[config.mk]
export PLATFORM = sky130hd
export DESIGN_NAME = demux_dual_hex_display
export DESIGN_NICKNAME = d
export VERILOG_FILES = /design/src/rtl/seg_disp_pkg.sv /design/src/rtl/hex_to_7seg.sv /design/src/rtl/demux_dual_hex_display.sv
export SDC_FILE = /design/constraint.sdc
export NUM_CORES = 1
export LEC_CHECK = 0
export CAP_MARGIN = 40
export CORE_MARGIN = 2
export CORE_UTILIZATION = 50
export CTS_BUF_LIST = sky130_fd_sc_hd__clkbuf_4 sky130_fd_sc_hd__clkbuf_8
export DETAILED_ROUTE_END_ITERATION = 16
export PLACE_DENSITY = 0.79
export SETUP_SLACK_MARGIN = 0.4
export SLEW_MARGIN = 25
export SYNTH_ARGS = -nofsm -noshare
export SYNTH_HDL_FRONTEND = slang
export SYNTH_SLANG_ARGS = --single-unit
[constraint.sdc]
create_clock -name clk -period 2.18 [get_ports clk]
set_input_delay 0.436 -clock clk [delete_from_list [all_inputs] [get_ports clk]]
set_output_delay 0.436 -clock clk [all_outputs]
set_load 0.01 [all_outputs]
[src/rtl/seg_disp_pkg.sv]
// ---------------------------------------------------------------------------
// seg_disp_pkg
//   Shared constants for the dual-channel hex display:
//     NUM_DIGITS  - number of scanned digits on the board
//     SEG_BLANK   - active-low segment pattern with every segment off
//     AN_OFF      - active-low anode pattern with every digit off
//     HEX_SEG     - hex-to-segment table, bit order {g,f,e,d,c,b,a},
//                   active-low (0 lights the segment)
// ---------------------------------------------------------------------------
package seg_disp_pkg;

    localparam int         NUM_DIGITS = 8;
    localparam logic [6:0] SEG_BLANK  = 7'h7F;
    localparam logic [7:0] AN_OFF     = 8'hFF;

    localparam logic [6:0] HEX_SEG [16] = '{
        7'b1000000,  // 0
        7'b1111001,  // 1
        7'b0100100,  // 2
        7'b0110000,  // 3
        7'b0011001,  // 4
        7'b0010010,  // 5
        7'b0000010,  // 6
        7'b1111000,  // 7
        7'b0000000,  // 8
        7'b0010000,  // 9
        7'b0001000,  // A
        7'b0000011,  // b
        7'b1000110,  // C
        7'b0100001,  // d
        7'b0000110,  // E
        7'b0001110   // F
    };

endpackage

[src/rtl/hex_to_7seg.sv]
// ---------------------------------------------------------------------------
// hex_to_7seg
//   Purely combinational 4-bit to 7-segment decoder (active-low outputs).
//   Ports:
//     nibble_i  [3:0]  hex value to show
//     seg_o     [6:0]  segments {g,f,e,d,c,b,a}, 0 = lit
// ---------------------------------------------------------------------------
module hex_to_7seg
    import seg_disp_pkg::*;
(
    input  logic [3:0] nibble_i,
    output logic [6:0] seg_o
);

    assign seg_o = HEX_SEG[nibble_i];

endmodule

[src/rtl/demux_dual_hex_display.sv]
// ---------------------------------------------------------------------------
// demux_dual_hex_display
//   Captures the two 16-bit outputs of the upstream 1-to-2 demux into holding
//   registers and scans them onto an 8-digit common-anode 7-segment display.
//   Channel A occupies digits 7..4, channel B digits 3..0.
//
//   Parameters:
//     SIZE        - channel width, fixed at 16 (4 hex digits per channel)
//     REFRESH_DIV - clock cycles each digit stays active (>= 1)
//
//   Ports:
//     clk    in   system clock, rising edge
//     rst_n  in   asynchronous active-low reset
//     in_a   in   demux output A
//     in_b   in   demux output B
//     sel    in   demux select: 0 = capture A, 1 = capture B
//     cap    in   capture strobe, sampled every clock
//     an     out  digit enables, active-low, an[0] = rightmost digit
//     seg    out  segments {g,f,e,d,c,b,a}, active-low
//     dp     out  decimal point, active-low, held off
//
//   Build option:
//     LEAD_ZERO_BLANK_EN - when defined, zero nibbles above the most
//                          significant nonzero nibble of each channel are
//                          blanked; the lowest digit of each channel always
//                          shows. The anode scan and latency are unaffected.
// ---------------------------------------------------------------------------
module demux_dual_hex_display
    import seg_disp_pkg::*;
#(
    parameter int SIZE        = 16,
    parameter int REFRESH_DIV = 100000
) (
    input  logic            clk,
    input  logic            rst_n,
    input  logic [SIZE-1:0] in_a,
    input  logic [SIZE-1:0] in_b,
    input  logic            sel,
    input  logic            cap,
    output logic [7:0]      an,
    output logic [6:0]      seg,
    output logic            dp
);

    localparam int            PW       = $clog2(REFRESH_DIV + 1);
    localparam int            IW       = $clog2(NUM_DIGITS);
    localparam logic [PW-1:0] DIV_LAST = PW'(REFRESH_DIV - 1);
    localparam logic [IW-1:0] IDX_LAST = IW'(NUM_DIGITS - 1);

    logic [SIZE-1:0] reg_a_q;
    logic [SIZE-1:0] reg_b_q;
    logic [PW-1:0]   presc_q;
    logic [PW-1:0]   presc_d;
    logic [IW-1:0]   digit_idx_q;
    logic [IW-1:0]   digit_idx_d;
    logic [7:0]      an_q;
    logic [7:0]      an_d;
    logic [6:0]      seg_q;
    logic [6:0]      seg_d;

    logic [SIZE-1:0] chan_val;
    logic [1:0]      nib_pos;
    logic [3:0]      nibble;
    logic [6:0]      dec_seg;
    logic            blank;

    // ------------------------------------------------------------------
    // Capture registers: only the register matching sel is written.
    // ------------------------------------------------------------------
    always_ff @(posedge clk or negedge rst_n) begin
        if (!rst_n) begin
            reg_a_q <= '0;
            reg_b_q <= '0;
        end else if (cap) begin
            if (sel) begin
                reg_b_q <= in_b;
            end else begin
                reg_a_q <= in_a;
            end
        end
    end

    // ------------------------------------------------------------------
    // Prescaler and digit counter. The digit advances on the cycle the
    // prescaler wraps; with REFRESH_DIV = 1 the prescaler sits at 0 and
    // the wrap condition is true every cycle.
    // ------------------------------------------------------------------
    always_comb begin
        presc_d     = presc_q + PW'(1);
        digit_idx_d = digit_idx_q;
        if (presc_q == DIV_LAST) begin
            presc_d = '0;
            if (digit_idx_q == IDX_LAST) begin
                digit_idx_d = '0;
            end else begin
                digit_idx_d = digit_idx_q + IW'(1);
            end
        end
    end

    always_ff @(posedge clk or negedge rst_n) begin
        if (!rst_n) begin
            presc_q     <= '0;
            digit_idx_q <= '0;
        end else begin
            presc_q     <= presc_d;
            digit_idx_q <= digit_idx_d;
        end
    end

    // ------------------------------------------------------------------
    // Nibble selection: the top index bit picks the channel (1 = A),
    // the low two bits pick the nibble within it.
    // ------------------------------------------------------------------
    assign chan_val = digit_idx_q[IW-1] ? reg_a_q : reg_b_q;
    assign nib_pos  = digit_idx_q[1:0];

    always_comb begin
        nibble = chan_val[3:0];
        case (nib_pos)
            2'd0: nibble = chan_val[3:0];
            2'd1: nibble = chan_val[7:4];
            2'd2: nibble = chan_val[11:8];
            2'd3: nibble = chan_val[15:12];
            default: nibble = chan_val[3:0];
        endcase
    end

    hex_to_7seg u_hex_to_7seg (
        .nibble_i (nibble),
        .seg_o    (dec_seg)
    );

`ifdef LEAD_ZERO_BLANK_EN
    // A nibble is a leading zero when it and every nibble above it in the
    // same channel are zero. Position 0 is never blanked so zero shows "0".
    always_comb begin
        blank = 1'b0;
        case (nib_pos)
            2'd0: blank = 1'b0;
            2'd1: blank = ~|chan_val[15:4];
            2'd2: blank = ~|chan_val[15:8];
            2'd3: blank = ~|chan_val[15:12];
            default: blank = 1'b0;
        endcase
    end
`else
    assign blank = 1'b0;
`endif

    // ------------------------------------------------------------------
    // Output register: one cycle behind digit_idx and capture registers.
    // ------------------------------------------------------------------
    assign an_d  = ~(8'b1 << digit_idx_q);
    assign seg_d = blank ? SEG_BLANK : dec_seg;

    always_ff @(posedge clk or negedge rst_n) begin
        if (!rst_n) begin
            an_q  <= AN_OFF;
            seg_q <= SEG_BLANK;
        end else begin
            an_q  <= an_d;
            seg_q <= seg_d;
        end
    end

    assign an  = an_q;
    assign seg = seg_q;
    assign dp  = 1'b1;

endmodule

==> results by group <==
Final layout
  • Post-Layout Cell Count: 399
  • Final instance area: 4070 um^2
  • Synth-to-layout area growth: 30.1%
  • Fraction of layout cells with a size suffix above 1: 33.6%
  • Final net count: 369
  • Antenna Cells: 0

Clock network
  • Reg clk slew, reported paths: 0.07 ns
  • Worst-Skew Late Latency: 0.34 ns
  • Cts hold-fix bufs: 0
  • TritonCTS buffer count: 9
  • Sink Count: 67
  • CTS tree: done
  • H-tree depth: 3
  • Clk buf depth: 2
  • Clock root cell: clkbuf_8

Pwr
  • Clock Power Share: 32.1%
  • Switch share: 24.5%
  • Reg power frac: 50.5%
  • VDD IR max: 0.431 mV
  • Psw: 699 uW
  • Part of the power in combinational logic: 17.4%
  • P_int: 2160 uW
  • Lkg Pwr: 0.00179 uW
  • PwrDens: 701 nW/um^2

Yosys
  • Syn Area/Cell: 12.7 um^2
  • Top cells by count, synth: dfrtp_1, mux2_2, dfstp_2
  • Syn. warnings: 0
  • Post-synth ARST share: 100%
  • Synth Cell Area: 3130 um^2
  • Cell with the most instances after synthesis: dfrtp_1
  • Yosys top cell area share: 41.6%
  • Synth unique cells: 40
  • Post-synth EDFFs: 0
  • Cells after Synth: 246
  • Post-synth top area cell: dfrtp_1
  • Net count of the mapped netlist: 296
  • Post-synthesis sequential area ratio: 54.2%
  • Top cells by area, synth: dfrtp_1, mux2_2, dfstp_2
  • Flops & latches, synth: 67
  • Ys flop type: dfrtp_1

Route
  • WL per Instance: 15.6 um
  • Via count: 2,107
  • ANT nets after route: 0
  • Via-per-instance ratio: 5.28
  • DRT Wirelength: 6210 um
  • DRT Pass-1 Iters: 5
  • Starting DRT DRC Count: 122
  • Post-route DRC: 0

Setup path
  • Crit path capture: seg[1]$_DFF_PN1_
  • Element type at the critical path end: flip-flop
  • Reg-to-Reg End: seg[1]$_DFF_PN1_
  • Reg2reg setup slack: 0.01 ns
  • WP data required: 2.45 ns
  • Setup crit start: digit_idx_q[2]$_DFFE_PN0N_
  • Worst r2r src: digit_idx_q[2]$_DFFE_PN0N_
  • Worst reg2reg path depth: 9
  • CP max FO: 6
  • Worst setup SP type: flip-flop
  • CP arrival: 2.43 ns
  • Critical path class: reg2reg

Floorplanning
  • Initial Util: 52.3%
  • # IOs: 52
  • Die width: 83.1 um
  • Die ar.: 6910 um^2
  • Cell Rows: 28
  • Core area: 5990 um^2
  • Chip height: 83.1 um

Job
  • Max_cap viols: 0

Timing
  • Setup TNS: 0 ns
  • Final Cycle Share: 99.4%
  • Min cycle time layout: 2.17 ns
  • Max-slew violations: 0
  • Worst setup slack after layout: 0.0138 ns
  • Setup violators final: 0
  • Final Hold Viols: 0
  • Fmax: 462 MHz
  • Clock skew: 0.0111 ns
  • Hold slack: 0.107 ns
  • RSZ-0062 raised after global routing: yes

GRT
  • Number of global-route vias before repair: 2,097
  • GR Overflow Total: 0
  • Largest net degree at the start of global routing: 68
  • First-pass GRT wire length: 10,200 um
  • Total track usage: 18.6%
  • Initial antenna violation count: 0

Placement
  • Port Buffers: 50
  • Dpl cell area: 3830 um^2
  • Gpl congestion: 0.851
  • Dpl ws: -0.00705 ns
  • Dpl hpwl: 4360 um
  • Inst Count DP: 378

Status
  • Status: completed

Min path
  • Hold Crit Class: in2async
critical path: stages (launching register included):
cell,delay (ns)
dfrtp_1,0.38
buf_6,0.14
mux2_4,0.29
a222oi_1,0.33
mux2i_1,0.21
inv_1,0.15
ha_1,0.24
inv_1,0.07
mux2i_1,0.07
a32o_1,0.21
sequential cells by signal, summed over array words and instances (netlist names):
register	count
reg_b_q	16
seg	7
presc_q	17
digit_idx_q	3
reg_a_q	16
an	8
how the worst min path moves through the flow:
stage                         startpoint                    endpoint  slack, ns  depth (start not counted)
floorplan                          rst_n  digit_idx_q[0]$_DFFE_PN0N_       0.14                          0
global placement    presc_q[0]$_DFF_PN0_        presc_q[0]$_DFF_PN0_       0.47                          1
detailed placement                 rst_n       presc_q[14]$_DFF_PN0_       0.48                          2
CTS                                rst_n       presc_q[14]$_DFF_PN0_       0.12                          2
global route                       rst_n       presc_q[14]$_DFF_PN0_       0.12                          2
finish                             rst_n       presc_q[14]$_DFF_PN0_       0.11                          2
area by class of cell:
type / count / area [um^2]
clock buffer: 13 / 160
clock inverter: 3 / 15.0
sequential: 67 / 1700
timing repair buffer: 72 / 674
tap: 75 / 93.8
multi-input combinational: 157 / 1390
inverter: 12 / 45.0
fill: 454 / 1920
power by group through the flow:
stage                     combinational [uW]  sequential [uW]  clock (uW)
after floorplan                          254             1460           0
after global placement                   484             1460           0
after detailed placement                 494             1470           0
after CTS                                485             1440         938
after global routing                     542             1460        1010
final                                    497             1440         915
cell families after synthesis:
logic type	count (synthesis)	synth area share [%]
AO/OA/AOI/OAI	17	4.04
XOR/XNOR	16	4.48
adder cells (fa/ha/maj)	14	5.60
buffers and inverters	22	3.32
flip-flops	67	54.2
multiplexers	56	19.8
other	1	0.120
AND/OR/NAND/NOR	53	8.47
cell usage in the layout, fill, tap and decap left out, drive strengths merged, types with 3 or more instances in the layout:
master	count
a222oi	3
xnor2	9
dfrtp	52
dlygate4sd2	15
o22ai	3
inv	12
mux2i	14
clkdlybuf4s50	34
nand4	3
clkbuf	13
clkinv	3
nor3	3
ha	14
mux2	42
buf	23
dfstp	15
nand2	13
xor2	7
nor2	13
nand3	8
a21oi	3
metrics by stage:
stage	util (%)	total power (uW)
after global routing	68.0	3000
after global placement	63.9	1950
after detailed placement	63.9	1960
after floorplan	-	1720
after CTS	67.1	2870
final	68.0	2850
what timing repair did:
item,4_1_cts,5_1_grt
endpoints found under the setup margin,22,17
setup buffers,3,2
pin swaps,5,3
resized for setup,19,8
gates cloned,0,0
metal layers:
layer  track usage, %  vias to the layer above  share of wire [%]
li1                 -                      999                  -
met3             4.47                        9                3.6
met5                0                        -                  0
met1             26.1                     1045                 45
met2             28.0                       54                 50
met4             7.60                        0                1.6
Note: power is estimated with default switching activity, not from simulation.
